`src/rtl/color_seq_pkg.sv`:
```
// Shared types and helpers for the color-mode sequencer: FSM mode encoding,
// FSM command codes, sequencer state encoding and path-planning helpers.
package color_seq_pkg;

    // Mode of the nested color-state FSM as tracked by the shadow register.
    typedef enum logic [1:0] {
        BLUE    = 2'd0,
        RED     = 2'd1,
        HSV     = 2'd2,
        INVALID = 2'd3
    } mode_t;

    // Commands understood by the FSM `in` port.
    localparam logic [1:0] CMD_TO_RED_FROM_HSV = 2'd0;
    localparam logic [1:0] CMD_TOGGLE          = 2'd1;
    localparam logic [1:0] CMD_TO_HSV          = 2'd2;
    localparam logic [1:0] CMD_HOLD            = 2'd3;

    // Sequencer state enumeration.
    typedef logic [2:0] seq_state_t;
    localparam seq_state_t ST_IDLE   = 3'd0;
    localparam seq_state_t ST_CHECK  = 3'd1;
    localparam seq_state_t ST_STEP   = 3'd2;
    localparam seq_state_t ST_SETTLE = 3'd3;
    localparam seq_state_t ST_DONE   = 3'd4;

    // Red is the hub of the mode graph: every hop lands on Red unless we are
    // already there, in which case the hop goes straight to the target.
    function automatic mode_t next_hop(input mode_t cur, input mode_t tgt);
        return (cur == RED) ? tgt : RED;
    endfunction

    // Command that moves the FSM one hop from cur toward tgt.
    function automatic logic [1:0] hop_cmd(input mode_t cur, input mode_t tgt);
        logic [1:0] cmd;
        case (cur)
            BLUE:    cmd = CMD_TOGGLE;
            HSV:     cmd = CMD_TO_RED_FROM_HSV;
            default: cmd = (tgt == HSV) ? CMD_TO_HSV : CMD_TOGGLE;
        endcase
        return cmd;
    endfunction

endpackage

```
`src/rtl/color_seq_rr_arb.sv`:
```
// Round-robin arbiter: rotating priority pointer plus one-hot winner.
// The search starts at the pointer; the pointer moves past the winner only
// when the winner is actually taken (advance).
module color_seq_rr_arb #(
    parameter int NUM_REQ = 4,
    parameter int IDX_W   = 2
) (
    input  logic               clk,
    input  logic               rst_n,
    input  logic [NUM_REQ-1:0] req,
    input  logic               advance,
    output logic [NUM_REQ-1:0] winner,
    output logic [IDX_W-1:0]   winner_idx,
    output logic               any_req
);

    logic [IDX_W-1:0] ptr_reg;
    logic [IDX_W-1:0] cand_idx;

    // Scan from farthest to nearest so the request closest to the pointer
    // overwrites the others and ends up as the winner.
    always_comb begin
        winner     = '0;
        winner_idx = '0;
        any_req    = 1'b0;
        cand_idx   = '0;
        for (int k = NUM_REQ - 1; k >= 0; k--) begin
            cand_idx = IDX_W'((int'(ptr_reg) + k) % NUM_REQ);
            if (req[cand_idx]) begin
                winner           = '0;
                winner[cand_idx] = 1'b1;
                winner_idx       = cand_idx;
                any_req          = 1'b1;
            end
        end
    end

    // Priority pointer: one past the last grant, wrapping at NUM_REQ.
    always_ff @(posedge clk or negedge rst_n) begin
        if (!rst_n) begin
            ptr_reg <= '0;
        end else if (advance) begin
            ptr_reg <= (winner_idx == IDX_W'(NUM_REQ - 1)) ? '0 : winner_idx + IDX_W'(1);
        end
    end

endmodule

```
`src/rtl/color_mode_sequencer.sv`:
```
// Color-mode sequencer: shares the nested Blue/Red/HSV color FSM among
// NUM_REQ requesters, plans the hop path through Red, drives the FSM command
// one hop at a time with HOLD_CYCLES of hold command after each hop, and
// keeps a shadow copy of the FSM mode.
// Optional build macro COLOR_SEQ_STATS_EN adds a saturating hop counter port.
module color_mode_sequencer
    import color_seq_pkg::*;
#(
    parameter int NUM_REQ     = 4,
    parameter int HOLD_CYCLES = 2
) (
    input  logic                 clk,
    input  logic                 rst_n,
    input  logic [NUM_REQ-1:0]   req,
    input  logic [2*NUM_REQ-1:0] req_mode,
    output logic [NUM_REQ-1:0]   gnt,
    output logic [NUM_REQ-1:0]   done,
    output logic                 err,
    output logic [1:0]           fsm_cmd,
    output logic [1:0]           cur_mode,
    output logic                 busy
`ifdef COLOR_SEQ_STATS_EN
    ,
    output logic [15:0]          hop_count
`endif
);

    localparam int IDX_W = (NUM_REQ > 1) ? $clog2(NUM_REQ) : 1;
    localparam int CNT_W = $clog2(HOLD_CYCLES + 1);

    seq_state_t         state_reg, state_next;
    logic [NUM_REQ-1:0] gnt_reg, gnt_next;
    mode_t              target_reg, target_next;
    mode_t              cur_mode_reg, cur_mode_next;
    logic [CNT_W-1:0]   hold_cnt_reg, hold_cnt_next;

    logic [NUM_REQ-1:0] winner;
    logic [IDX_W-1:0]   winner_idx;
    logic               any_req;
    logic               arb_take;
    logic [1:0]         mode_slice [NUM_REQ];

    genvar gi;
    generate
        for (gi = 0; gi < NUM_REQ; gi++) begin : g_mode_slice
            assign mode_slice[gi] = req_mode[2*gi +: 2];
        end
    endgenerate

    assign arb_take = (state_reg == ST_IDLE) && any_req;

    color_seq_rr_arb #(
        .NUM_REQ (NUM_REQ),
        .IDX_W   (IDX_W)
    ) u_arb (
        .clk        (clk),
        .rst_n      (rst_n),
        .req        (req),
        .advance    (arb_take),
        .winner     (winner),
        .winner_idx (winner_idx),
        .any_req    (any_req)
    );

    // Next-state logic: grant/target capture, path stepping, settle timing.
    always_comb begin
        state_next    = state_reg;
        gnt_next      = gnt_reg;
        target_next   = target_reg;
        cur_mode_next = cur_mode_reg;
        hold_cnt_next = hold_cnt_reg;
        case (state_reg)
            ST_IDLE: begin
                if (any_req) begin
                    gnt_next    = winner;
                    target_next = mode_t'(mode_slice[winner_idx]);
                    state_next  = ST_CHECK;
                end
            end
            ST_CHECK: begin
                if (target_reg == INVALID || target_reg == cur_mode_reg) begin
                    state_next = ST_DONE;
                end else begin
                    state_next = ST_STEP;
                end
            end
            ST_STEP: begin
                cur_mode_next = next_hop(cur_mode_reg, target_reg);
                hold_cnt_next = CNT_W'(HOLD_CYCLES);
                state_next    = ST_SETTLE;
            end
            ST_SETTLE: begin
                if (hold_cnt_reg <= CNT_W'(1)) begin
                    // A pending second hop is issued straight from SETTLE so
                    // each extra hop costs exactly HOLD_CYCLES+1 cycles; the
                    // final re-check only happens once the target is reached.
                    state_next = (target_reg != cur_mode_reg) ? ST_STEP : ST_CHECK;
                end else begin
                    hold_cnt_next = hold_cnt_reg - CNT_W'(1);
                end
            end
            ST_DONE: begin
                gnt_next   = '0;
                state_next = ST_IDLE;
            end
            default: begin
                gnt_next   = '0;
                state_next = ST_IDLE;
            end
        endcase
    end

    // State registers; reset leaves the shadow mode at Red to match the FSM.
    always_ff @(posedge clk or negedge rst_n) begin
        if (!rst_n) begin
            state_reg    <= ST_IDLE;
            gnt_reg      <= '0;
            target_reg   <= RED;
            cur_mode_reg <= RED;
            hold_cnt_reg <= '0;
        end else begin
            state_reg    <= state_next;
            gnt_reg      <= gnt_next;
            target_reg   <= target_next;
            cur_mode_reg <= cur_mode_next;
            hold_cnt_reg <= hold_cnt_next;
        end
    end

    assign gnt      = gnt_reg;
    assign done     = (state_reg == ST_DONE) ? gnt_reg : '0;
    assign err      = (state_reg == ST_DONE) && (target_reg == INVALID);
    assign fsm_cmd  = (state_reg == ST_STEP) ? hop_cmd(cur_mode_reg, target_reg) : CMD_HOLD;
    assign cur_mode = cur_mode_reg;
    assign busy     = (state_reg != ST_IDLE);

`ifdef COLOR_SEQ_STATS_EN
    logic [15:0] hop_count_reg;

    // Saturating count of issued hops.
    always_ff @(posedge clk or negedge rst_n) begin
        if (!rst_n) begin
            hop_count_reg <= '0;
        end else if (state_reg == ST_STEP && hop_count_reg != 16'hFFFF) begin
            hop_count_reg <= hop_count_reg + 16'd1;
        end
    end

    assign hop_count = hop_count_reg;
`endif

endmodule
```
`config.mk`:
```
export PLATFORM = sky130hd
export DESIGN_NAME = color_mode_sequencer
export DESIGN_NICKNAME = d
export VERILOG_FILES = /design/src/rtl/color_seq_pkg.sv /design/src/rtl/color_seq_rr_arb.sv /design/src/rtl/color_mode_sequencer.sv
export SDC_FILE = /design/constraint.sdc
export NUM_CORES = 1
export LEC_CHECK = 0
export ABC_AREA = 1
export ABC_CLOCK_PERIOD_IN_PS = 3900
export BUFFER_PORTS_ARGS = -buffer_cell sky130_fd_sc_hd__buf_4
export CAP_MARGIN = 0
export CORE_ASPECT_RATIO = 0.7
export CORE_MARGIN = 4
export CORE_UTILIZATION = 50
export DETAILED_ROUTE_END_ITERATION = 6
export HOLD_SLACK_MARGIN = 0.05
export PLACE_DENSITY_LB_ADDON = 0.05
export REMOVE_ABC_BUFFERS = 1
export SLEW_MARGIN = 40
export SYNTH_ARGS = -nofsm -noshare
export SYNTH_HDL_FRONTEND = slang
export SYNTH_SLANG_ARGS = --single-unit
```
`constraint.sdc`:
```
create_clock -name clk -period 3.9 [get_ports clk]
set_input_delay 0.585 -clock clk [delete_from_list [all_inputs] [get_ports clk]]
set_output_delay 0.585 -clock clk [all_outputs]
set_load 0.01 [all_outputs]
```
==> results.tsv <==
stage	metric	value	unit
outcome	outcome	completed	
sta	Hold Vio Cnt, Final	0	
routing	Routed WL	3140	um
routing	DR iter-0 viols	44	
floorplanning	starting density of the core	54.4	%
routing	post-DR wirelength/cell	12.3	um
placed_design	IO Port Bufs	27	
global_routing	busiest layer in global routing	met2	
finish	share of cells above drive strength 1	28.6	%
global_routing	met3 usage	5.02	%
placed_design	dpl cell area	1620	sq um
critical_path	CP top delay family	simple AND/OR/NAND/NOR gates	
global_routing	GRT Residual Overflow	0	
clock_tree	CTS tree	built	
sta	Final Setup Violations	0	
critical_path	most frequent CP cell	nand2_1	
global_routing	GR Layer Usage met2	30.5	%
yosys	synth top area cells	dfrtp_1 23%, nand2_1 11%, inv_1 8.4%	
global_routing	initial antenna violation count	0	
sta	relative slew slack	60.4	%
clock_tree	Hold Buf Count CTS	0	
floorplanning	Die ar.	3700	sq um
sta	Tmin final	2250	ps
clock_tree	H-Tree Depth	1	
floorplanning	DIE HEIGHT	52.1	um
yosys	Syn. warnings	0	
power_and_ir_drop	Static Leak	0.000890	uW
clock_tree	CTS Root Cell	clkbuf_8	
global_routing	total track usage	19.1	%
sta	Final Max Slew Viols	0	
floorplanning	# IOs	28	
yosys	number of library cell types mapped by synthesis	31	
finish	final-layout fill cell count	224	
clock_tree	clock sinks	15	
placed_design	DP HPWL	2570	um
critical_path	Worst Path Required	4040	ps
critical_path	Setup crit end kind	register	
routing	drt first pass iters	4	
sta	worst slew pin tran	593	ps
global_routing	first-pass GRT wire length	5520	um
sta	RSZ-0062 raised after global routing	no	
yosys	Yosys top cell by area	dfrtp_1	
floorplanning	Cell Rows	15	
floorplanning	Core ar.	2550	sq um
clock_tree	CTS Buffer Depth	2	
finish	final std cell area, no fill	1670	sq um
global_routing	vias in the first global route	1258	
yosys	Mapped Cells	190	
global_routing	met1 usage	26.5	%
finish	Total Nets Final	244	
critical_path	Max FO, Critical Path	12	
routing	via count	1293	
yosys	Seq/Total Area, Yosys	27.2	%
critical_path	crit path kind	reg2reg	
power_and_ir_drop	Power Density	947	nW/um^2
placed_design	RePlAce Congestion	0.949	
sta	final period utilization	57.8	%
clock_tree	post_cts resized	0	
clock_tree	Clock Latency Late Sink	250	ps
global_routing	largest net degree at the start of global routing	16	
power_and_ir_drop	maximum VDD drop	0.441	mV
sta	FMAX	0.444	GHz
critical_path	Crit path largest cell delay	720	ps
clock_tree	Num CTS Buffers	3	
routing	Antenna Nets Post-Route	0	
finish	antenna cells	0	
yosys	synthesized area per cell	7.31	sq um
clock_tree	Setup Buffers After CTS	0	
finish	Area Growth Syn to Fin	20.1	%
run	Max Cap Viol	0	
critical_path	CP Buf/Inv Count	3	
clock_tree	clk slew on worst S/H paths	60	ps
critical_path	worst path cell trace	inv_6, ha_1, inv_1, nand3_2, nand2_2, inv_2, nand2_2, nand3_4, nand2_4, nand2_1, nand3_1, nand2_1, nand2_1, nand2_1	
routing	via/cell ratio	5.09	
sta	TNS Setup	0	ps
hold_path	Hold Path Class	in2async	
critical_path	CP arrival	2400	ps
yosys	Seq cells post-synth	15	
critical_path	CP max-delay cell	dfrtp_1	
yosys	share of the synthesized area in the top cell type	23.4	%
floorplanning	Die X	71.0	um
routing	Post-route DRC	0	
yosys	Post-Syn Area	1390	sq um
sta	Worst Clk Skew	3.95	ps
finish	number of flip-flops under the largest register name	4	
critical_path	Startpoint Class	register	
==> stage by stage <==
step | hold WS, ps | utilization [%] | power [uW] | setup WS (ps) | instances
6_report | 179 | 65.3 | 1580 | 1650 | 254
5_1_grt | 185 | 65.3 | 1740 | 1480 | 254
4_1_cts | 179 | 65.3 | 1570 | 1650 | 254
3_5_place_dp | 452 | 63.6 | 1440 | 1660 | 250
3_3_place_gp | 452 | 63.6 | 1410 | 1790 | 250
2_1_floorplan | 289 | - | 1180 | 1890 | 189
==> final timing paths <==
kind / from / to / slack (ps) / depth (start not counted)
worst min-delay path: rst_n / u_arb.ptr_reg[1] / 180 / 1
worst max register to register: u_arb.ptr_reg[0] / target_reg[1] / 1650 / 14
worst max-delay path: u_arb.ptr_reg[0] / target_reg[1] / 1650 / 14
worst min register to register: target_reg[0] / target_reg[0] / 490 / 2
min in group clk: target_reg[0] / target_reg[0] / 490 / 2
max in group asynchronous: rst_n / cur_mode[0] / 3480 / 1
==> layout make-up <==
type / instances / area (sq um) / share of cell area [%]
repair buffers: 27 / 203 / 12.2
clock buffers: 4 / 45.0 / 2.70
inverters: 37 / 154 / 9.23
multi-input cells: 137 / 846 / 50.7
well taps: 34 / 42.5 / 2.55
flip-flops and latches: 15 / 378 / 22.7
==> Yosys cell counts <==
cell type	number
nor3_1	1
nor2_8	1
inv_2	3
nand2_4	7
inv_4	1
nand4_1	2
inv_6	1
nand2_2	5
o21bai_1	1
and2_4	1
nand3_4	2
inv_8	1
nand3_2	7
ha_1	9
nor2_1	12
o21a_1	1
inv_1	31
a21oi_2	1
nor2_4	1
nor4_1	2
dfstp_2	2
o22ai_1	6
nand2_1	42
or3_1	1
buf_6	1
o21ai_1	2
nand3_1	14
dfrtp_1	13
o21ai_0	9
a21oi_1	9
a22oi_1	1
==> cells in the final DEF (no fill, tap or decap), types with 3 or more instances in the layout <==
cell	count
nand2_1	42
inv_1	31
buf_4	27
nand3_1	14
dfrtp_1	13
nor2_1	12
o21ai_0	9
a21oi_1	9
ha_1	9
nand2_4	7
nand3_2	7
o22ai_1	6
nand2_2	5
inv_2	3
clkbuf_8	3
==> power by group <==
group / leakage [uW] / switching (uW) / internal, uW
clock network: 0.0000228 / 53.6 / 72.4
logic: 0.000685 / 708 / 413
registers: 0.000182 / 92.9 / 238
total: 0.000890 / 855 / 724
==> per-layer routing <==
metal  up-vias  wire (um)  share of wire [%]
met3         2        222                7.1
li1        673          -                  -
met5         -          0                  0
met1       570       1600                 51
met2        48       1290                 41
met4         0         18               0.57
==> worst reg2reg max path, stage by stage (launching register included) <==
cell	delay (ps)
dfrtp_1	720
inv_6	130
ha_1	370
inv_1	100
nand3_2	100
nand2_2	130
inv_2	60
nand2_2	70
nand3_4	100
nand2_4	110
nand2_1	60
nand3_1	70
nand2_1	60
nand2_1	50
nand2_1	40
==> cells by family (layout without fill, tap and decap cells) <==
logic type / count (synthesis) / in the layout / synth area share [%]
adder cells (fa/ha/maj): 9 / 9 / 8.11
flip-flops: 15 / 15 / 27.2
AND/OR/NAND/NOR: 98 / 98 / 40.6
buffers and inverters: 38 / 68 / 11.9
AO/OA/AOI/OAI: 30 / 30 / 12.2
No activity file was read; power rests on OpenSTA's default activity.
